`src/rtl/sdio_dat_ddr_serializer.sv`:
```
// sdio_dat_ddr_serializer: one SDIO data block onto one DAT line, two bits per clk (start, data MSB-first, CRC16, end)
//  crc16_2bit : combinational CRC16 (x^16+x^12+x^5+1) advance by two bits, b0 first
//  sdio_dat_ddr_serializer ports:
//   clk, rst           clock, synchronous active-high reset
//   start, blk_len     begin-block pulse and byte count (1..MAX_BLOCK), sampled in IDLE
//   i_data, i_valid    byte stream in; o_ready marks the cycle a byte is taken
//   sd_oe              DAT output enable
//   sd_bit0, sd_bit1   earlier / later bit of this clk's pair
//   busy, done         block in progress; 1-clk pulse after a complete block
//   underrun           1-clk pulse when a required byte was missing

module crc16_2bit (
   input  logic [15:0] crc,
   input  logic        b0,
   input  logic        b1,
   output logic [15:0] nxt
);
   logic [15:0] mid;
   always_comb begin
      mid = {crc[14:0], 1'b0} ^ ((crc[15] ^ b0) ? 16'h1021 : 16'h0000);
      nxt = {mid[14:0], 1'b0} ^ ((mid[15] ^ b1) ? 16'h1021 : 16'h0000);
   end
endmodule

module sdio_dat_ddr_serializer #(
   parameter int MAX_BLOCK = 2048,
   parameter int LEN_W     = 12
) (
   input  logic             clk,
   input  logic             rst,
   input  logic             start,
   input  logic [LEN_W-1:0] blk_len,
   input  logic [7:0]       i_data,
   input  logic             i_valid,
   output logic             o_ready,
   output logic             sd_oe,
   output logic             sd_bit0,
   output logic             sd_bit1,
   output logic             busy,
   output logic             done,
   output logic             underrun
);
   typedef enum logic [2:0] {S_IDLE, S_START, S_DATA, S_CRC, S_END} st_t;
   localparam logic [LEN_W:0] MAXL = (LEN_W + 1)'(MAX_BLOCK);
   st_t              st, st_n;
   logic [LEN_W-1:0] cnt;
   logic [1:0]       pc;
   logic [2:0]       k;
   logic [5:0]       sh;
   logic [15:0]      crc, crc_nxt, csh;
   logic             len_ok, load, oe_n, done_n, und_n;
   logic [1:0]       b_n;
   crc16_2bit u_crc (.crc(crc), .b0(sd_bit0), .b1(sd_bit1), .nxt(crc_nxt));
   assign len_ok  = blk_len != '0 && {1'b0, blk_len} <= MAXL;
   // cnt holds bytes remaining including the one on the wire; at 1 no further byte is fetched
   assign o_ready = st == S_START || (st == S_DATA && pc == 2'd3 && cnt != LEN_W'(1));
   assign load    = o_ready && i_valid;
   always_comb begin
      st_n = st;
      case (st)
         S_IDLE:  st_n = start && len_ok ? S_START : S_IDLE;
         S_START: st_n = i_valid ? S_DATA : S_IDLE;
         S_DATA:  st_n = pc != 2'd3 ? S_DATA : cnt == LEN_W'(1) ? S_CRC : i_valid ? S_DATA : S_IDLE;
         S_CRC:   st_n = k == 3'd7 ? S_END : S_CRC;
         default: st_n = S_IDLE;
      endcase
   end
   // next-cycle values of the registered outputs; the last DATA pair feeds crc_nxt straight into the first CRC pair
   always_comb begin
      oe_n   = st_n != S_IDLE;
      done_n = st == S_END;
      und_n  = o_ready && !i_valid;
      b_n    = st_n == S_START ? 2'b10 :
               st_n == S_DATA  ? (load ? i_data[7:6] : sh[5:4]) :
               st_n == S_CRC   ? (st == S_DATA ? crc_nxt[15:14] : csh[15:14]) : 2'b11;
   end
   always_ff @(posedge clk) begin
      if (rst) begin
         st       <= S_IDLE;
         sd_oe    <= 1'b0;
         sd_bit0  <= 1'b1;
         sd_bit1  <= 1'b1;
         busy     <= 1'b0;
         done     <= 1'b0;
         underrun <= 1'b0;
         cnt      <= '0;
         pc       <= '0;
         k        <= '0;
         sh       <= '0;
         crc      <= '0;
         csh      <= '0;
      end else begin
         st       <= st_n;
         sd_oe    <= oe_n;
         busy     <= oe_n;
         {sd_bit0, sd_bit1} <= b_n;
         done     <= done_n;
         underrun <= und_n;
         cnt      <= (st == S_IDLE && start && len_ok) ? blk_len :
                     (st == S_DATA && load) ? cnt - LEN_W'(1) : cnt;
         pc       <= st == S_DATA ? pc + 2'd1 : 2'd0;
         k        <= st == S_CRC ? k + 3'd1 : 3'd0;
         sh       <= load ? i_data[5:0] : {sh[3:0], 2'b00};
         crc      <= st_n == S_IDLE ? 16'h0000 : st == S_DATA ? crc_nxt : crc;
         csh      <= st == S_DATA ? {crc_nxt[13:0], 2'b00} : {csh[13:0], 2'b00};
      end
   end
endmodule

```
`config.mk`:
```
export PLATFORM = sky130hd
export DESIGN_NAME = sdio_dat_ddr_serializer
export DESIGN_NICKNAME = d
export VERILOG_FILES = /design/src/rtl/sdio_dat_ddr_serializer.sv
export SDC_FILE = /design/constraint.sdc
export NUM_CORES = 1
export LEC_CHECK = 0
export ABC_AREA = 0
export CAP_MARGIN = 20
export CORE_MARGIN = 4
export CORE_UTILIZATION = 50
export DETAILED_ROUTE_END_ITERATION = 6
export GPL_TIMING_DRIVEN = 0
export PLACE_DENSITY = 0.75
export RECOVER_POWER = 100
export SYNTH_ARGS = -nofsm -noshare
export SYNTH_HDL_FRONTEND = slang
export SYNTH_HIERARCHICAL = 1
export SYNTH_SLANG_ARGS = --single-unit
```
`constraint.sdc`:
```
create_clock -name clk -period 2.45 [get_ports clk]
set_input_delay 0.245 -clock clk [delete_from_list [all_inputs] [get_ports clk]]
set_output_delay 0.245 -clock clk [all_outputs]
set_load 0.03 [all_outputs]
```
After elaboration in Yosys (flattened, before gate mapping):

Index checks and enable logic that the tools add are counted.

* add/sub/neg operators: 3
* bitwise gates (word level): 7
* multiply operators: 0
* mux-type cells: 17
* divide/modulo/power cells: 0
* shifts and indexed selects: 0
* reductions and logical operators: 21
* magnitude comparators: 1
* eq/ne operators: 12

Operators with widths (count)
* $xor A16 B16 Y16: 2
* $mux W13: 2
* $mux W12: 2
* $mux W16: 1
* $mux W2: 7
* $eq A12 B1 Y1 const B: 1
* $eq A3 B2 Y1 const B: 4
* $le A12 B12 Y1 const B: 1
* $ne A12 B1 Y1 const B: 1
* $pmux W3 S4: 1
* $reduce_bool A12 Y1: 1
* $sub A12 B1 Y12 const B: 1
* $reduce_or A2 Y1: 5
* $logic_and A1 B1 Y1: 9
* $eq A3 B1 Y1 const B: 2
* $eq A3 B3 Y1 const B: 2
* $logic_not A3 Y1: 2
* $mux W6: 1
* $add A3 B1 Y3 const B: 1
* $mux W3: 1
* $not A1 Y1: 3
* $reduce_bool A3 Y1: 1
* $add A2 B1 Y2 const B: 1
* $eq A2 B2 Y1 const B: 1
* 6 further kinds: 8

* register bits: 63
* bits of input ports: 24
* memory bits (writable): 0
* output and inout bits: 7
* memory bits (read-only): 0
* bits in latches: 0
* memories: 0

Longest topological paths before layout:

* word-level depth: 10
* gate-level depth with buffers: 9
* mapped depth without buffers: 7

Modules after synthesis:

The synthesis kept the hierarchy.

By module, submodules not included
* sdio_dat_ddr_serializer: instances 1, cells an instance 282, area an instance 2617.5 um^2, sequential area each 1221.2 um^2
* crc16_2bit: instances 1, cells an instance 16, area an instance 187.7 um^2, sequential area each 0.0 um^2

Worst setup path after synthesis:

No wires, ideal clock.

* path type: register to register
* from: register cnt[6]
* to: register cnt[4]
* cell stages (with the launch flop): 8
* clock period less this slack: 2.408 ns
* slack: 0.042 ns
* arrival time: 2.290 ns
* setup time: 0.119 ns
* cells stage by stage: dfxtp_1 > or4_4 > or4_4 > buf_6 > and2_4 > buf_6 > mux2_4 > o221a_1

* word-level cells in the longest chain between the ends: 6

RTL lines
* start, declared: line 46 `logic [LEN_W-1:0] cnt;`
* start signal, assigned: line 99 `cnt <= (st == S_IDLE && start && len_ok) ? blk_len :`
* $ne A12 B1 Y1: line 56 `assign o_ready = st == S_START || (st == S_DATA && pc == 2'd3 && cnt != LEN_W'(1));`
* $logic_and A1 B1 Y1: line 56
* $logic_or A1 B1 Y1: line 56
* $logic_and A1 B1 Y1: line 57 `assign load = o_ready && i_valid;`
* $logic_and A1 B1 Y1: line 100 `(st == S_DATA && load) ? cnt - LEN_W'(1) : cnt;`
* $reduce_bool A2 Y1 (no source line)

No other way between the ends.
A chain may end at the register's enable or synchronous reset.

Final worst setup path:

* from: register cnt[5]
* to: register cnt[5]

* word-level cells in the longest chain between the ends: 6
* elaborated cells on any way between the ends: 9
* those cells by class: 1 x add/sub; 1 x eq/ne; 2 x mux; 5 x reduce/logical

RTL lines
* branches (longest 6 deep; another with $sub A12 B1 Y12)

Parallel ways; which one is timed is not known. The select of a mux whose other input is x is not followed.

==> results <==
## cell usage after synthesis, drive strengths merged (2+ instances only)
master	count	share of area, %
dfxtp	61	44
nand2	45	6.0
a21oi	23	4.5
nor2	17	2.3
buf	15	4.1
clkbuf	14	1.9
a22oi	12	3.2
mux2i	10	3.6
and2	9	2.1
a31oi	7	2.1
nor4	6	1.3
ha	5	2.2
inv	5	0.67
nor3	5	0.89
or4	5	1.6
a211oi	4	1.1
mux2	4	1.9
nor3b	4	1.1
o221a	4	1.6
or3	4	0.98
xor3	4	3.4
nand3b	3	0.80
nor4b	3	0.94
xor2	3	0.94
a211o	2	0.62
a2bb2oi	2	0.62
and3	2	0.45
nand3	2	0.36
o211ai	2	0.54
o311ai	2	0.62
## repair_timing
action	CTS	global route
setup buffers	0	1
cloned	0	1
pin swaps	1	4
endpoints found under the setup margin	23	22
resized for setup	9	15
## state kept, by name, summed over array words and instances, names as in the netlist
signal and flops:
sd_bit1 1, sd_bit0 1, crc 16, k 3, sh 6, done 1
pc 2, busy 1, underrun 1, st 3, csh 14, cnt 12
## layer usage
metal,vias to the layer above,global-route usage [%],wire [um]
met5,-,0,0
met4,0,7.13,108
met3,10,6.55,297
met2,51,30.3,2990
met1,1107,25.4,2990
li1,1150,-,-
## critical path, stage by stage (launching register included)
cell and delay, ns:
dfxtp_1 0.35, or4_4 0.57, or4_4 0.57, and2_4 0.17
buf_6 0.13, mux2_4 0.29, o221a_1 0.22
## final cells by class
type                    instances  area (sq um)  share of cell area (%)
flip-flops and latches         61          1220                    35.4
clock inverters                 4          47.5                    1.38
well taps                      72          90.1                    2.61
plain buffers                  27           159                    4.61
inverters                       5          18.8                   0.544
multi-input cells             204          1460                    42.4
repair buffers                 31           303                    8.78
clock buffers                  12           145                    4.21
## power by group through the flow
stage                     combinational (mW)  sequential, mW  clock, mW
after floorplan                        0.134            1.06          0
after global placement                 0.225            1.06          0
after detailed placement               0.227            1.06          0
after CTS                              0.229            1.04      0.901
after global routing                   0.263            1.04      0.953
final                                  0.243            1.04      0.881
## per-stage QoR
stage	util (%)	cells	instance area, sq um	power (mW)	TNS, ns
floorplan	-	298	2810	1.19	0
global placement	58.4	400	3200	1.28	-15.94
detailed placement	58.4	400	3200	1.29	-14.38
CTS	62.0	414	3390	2.17	-0.0148
global route	63.0	416	3450	2.26	-0.00309
finish	63.0	416	3450	2.16	0
## final timing paths
check        depth (start not counted)  slack [ns]             endpoint
max                                  6        0.03  cnt[5]$_SDFFE_PP0P_
min                                  1        0.43      k[0]$_SDFF_PP0_
max reg2reg                          6        0.03  cnt[5]$_SDFFE_PP0P_
min reg2reg                          1        0.43      k[0]$_SDFF_PP0_
## kinds of logic (layout without fill, tap and decap cells)
kind of cell | after synthesis | after routing | synth area share (%)
mux | 14 | 14 | 5.44
fa+ha+maj | 5 | 5 | 2.23
xor+xnor | 8 | 8 | 4.64
simple gates | 110 | 111 | 20.2
compound gates | 66 | 66 | 17.4
flops | 61 | 61 | 43.5
buf+inv | 34 | 79 | 6.65
==> results.cfg <==
[run_status]
status = finished clean

[logic_synthesis]
ys_seq_area_share_pct = 43.5
syn_nets = 327
syn_avg_cell_area_sq_um = 9.41
syn_area_sq_um = 2810
ys_ff_latch = 61
ys_types = 55
synthArstFlopShare_pct = 0
yosysWarnings = 6
synth_edf_count = 0
synthCells = 298
synth_top_flop_cell = dfxtp_1

[grt]
grt_pass1_vias = 2296
gr-total-overflow = 0
grt_util_all_layers_pct = 19.6
grt_pass1_wl_mm = 11.1
antenna_found_initial = 0
grt_max_degree = 11

[sta]
setup_violations = 0
drv_slew = 0
fin_skew_ns = 0.0123
min_period_over_period_pct = 98.6
worst_slew_pin_slew_ns = 0.595
hold_violations = 0
min_period_ns = 2.42
setup_slack_ns = 0.0334
relSlewSlack_pct = 60.4
holdWs_ns = 0.432
max_freq_mhz = 414

[floorplan]
dieHeight_um = 82.9
rows = 27
pin_count = 31
fp.dieW_um = 82.9
dieArea_sq_um = 6870
core_area_sq_um = 5470
start_util_pct = 51.3

[clock_tree]
cts_max_level = 3
cts_sinks = 61
cts_buffers = 9
insertion_delay_ns = 0.34
cts_tree = yes
clockBufferDepth = 2
root_buffer = clkbuf_8
ctsHoldBuffers = 0
path_clk_slew_ns = 0.07

[placement]
hpwl_mm = 4.31
dp_slack_ns = -0.890
port_buffers = 30
gp_congestion = 0.824

[cells_and_area]
final_common_cell = dfxtp_1
drive_above_1_share_pct = 16.9
layout_common_cells = dfxtp_1 (60), nand2_1 (45), a21oi_1 (22), clkdlybuf4s50_1 (22), nor2_1 (16)
nets = 368
antenna_cells = 0
fillers = 460
syn2layout_area_growth_pct = 23.0

[setup_path]
worstReg2RegStart = cnt[5]$_SDFFE_PP0P_
arrival_ns = 2.65
path_max_fanout = 8
crit_start = cnt[5]$_SDFFE_PP0P_
worstSetupPathType = reg2reg
crit_path_start_kind = register
required_ns = 2.68
critPathCaptureType = register

[pwr]
p_int_mw = 1.63
ir_drop_mv = 0.376
clock_power_share_pct = 40.7
p_leak_nw = 1.29
p_switching_mw = 0.535
power_density_nw_per_um2 = 627
power_frac_seq_pct = 48.0
switching_share_pct = 24.7
comb_power_share_pct = 11.3

[hold_path]
min_path_type = reg2reg
hp-start = k[0]$_SDFF_PP0_

[route]
drt_wl_total_mm = 6.38
via_count = 2318
drc = 0
ant_nets = 0
dr.pass1.iters = 4
wire_per_inst_um = 15.3
via_per_inst = 5.57
first_iter_violations = 87

[run]
drv_cap = 0
(Power assumes the default switching activity.)
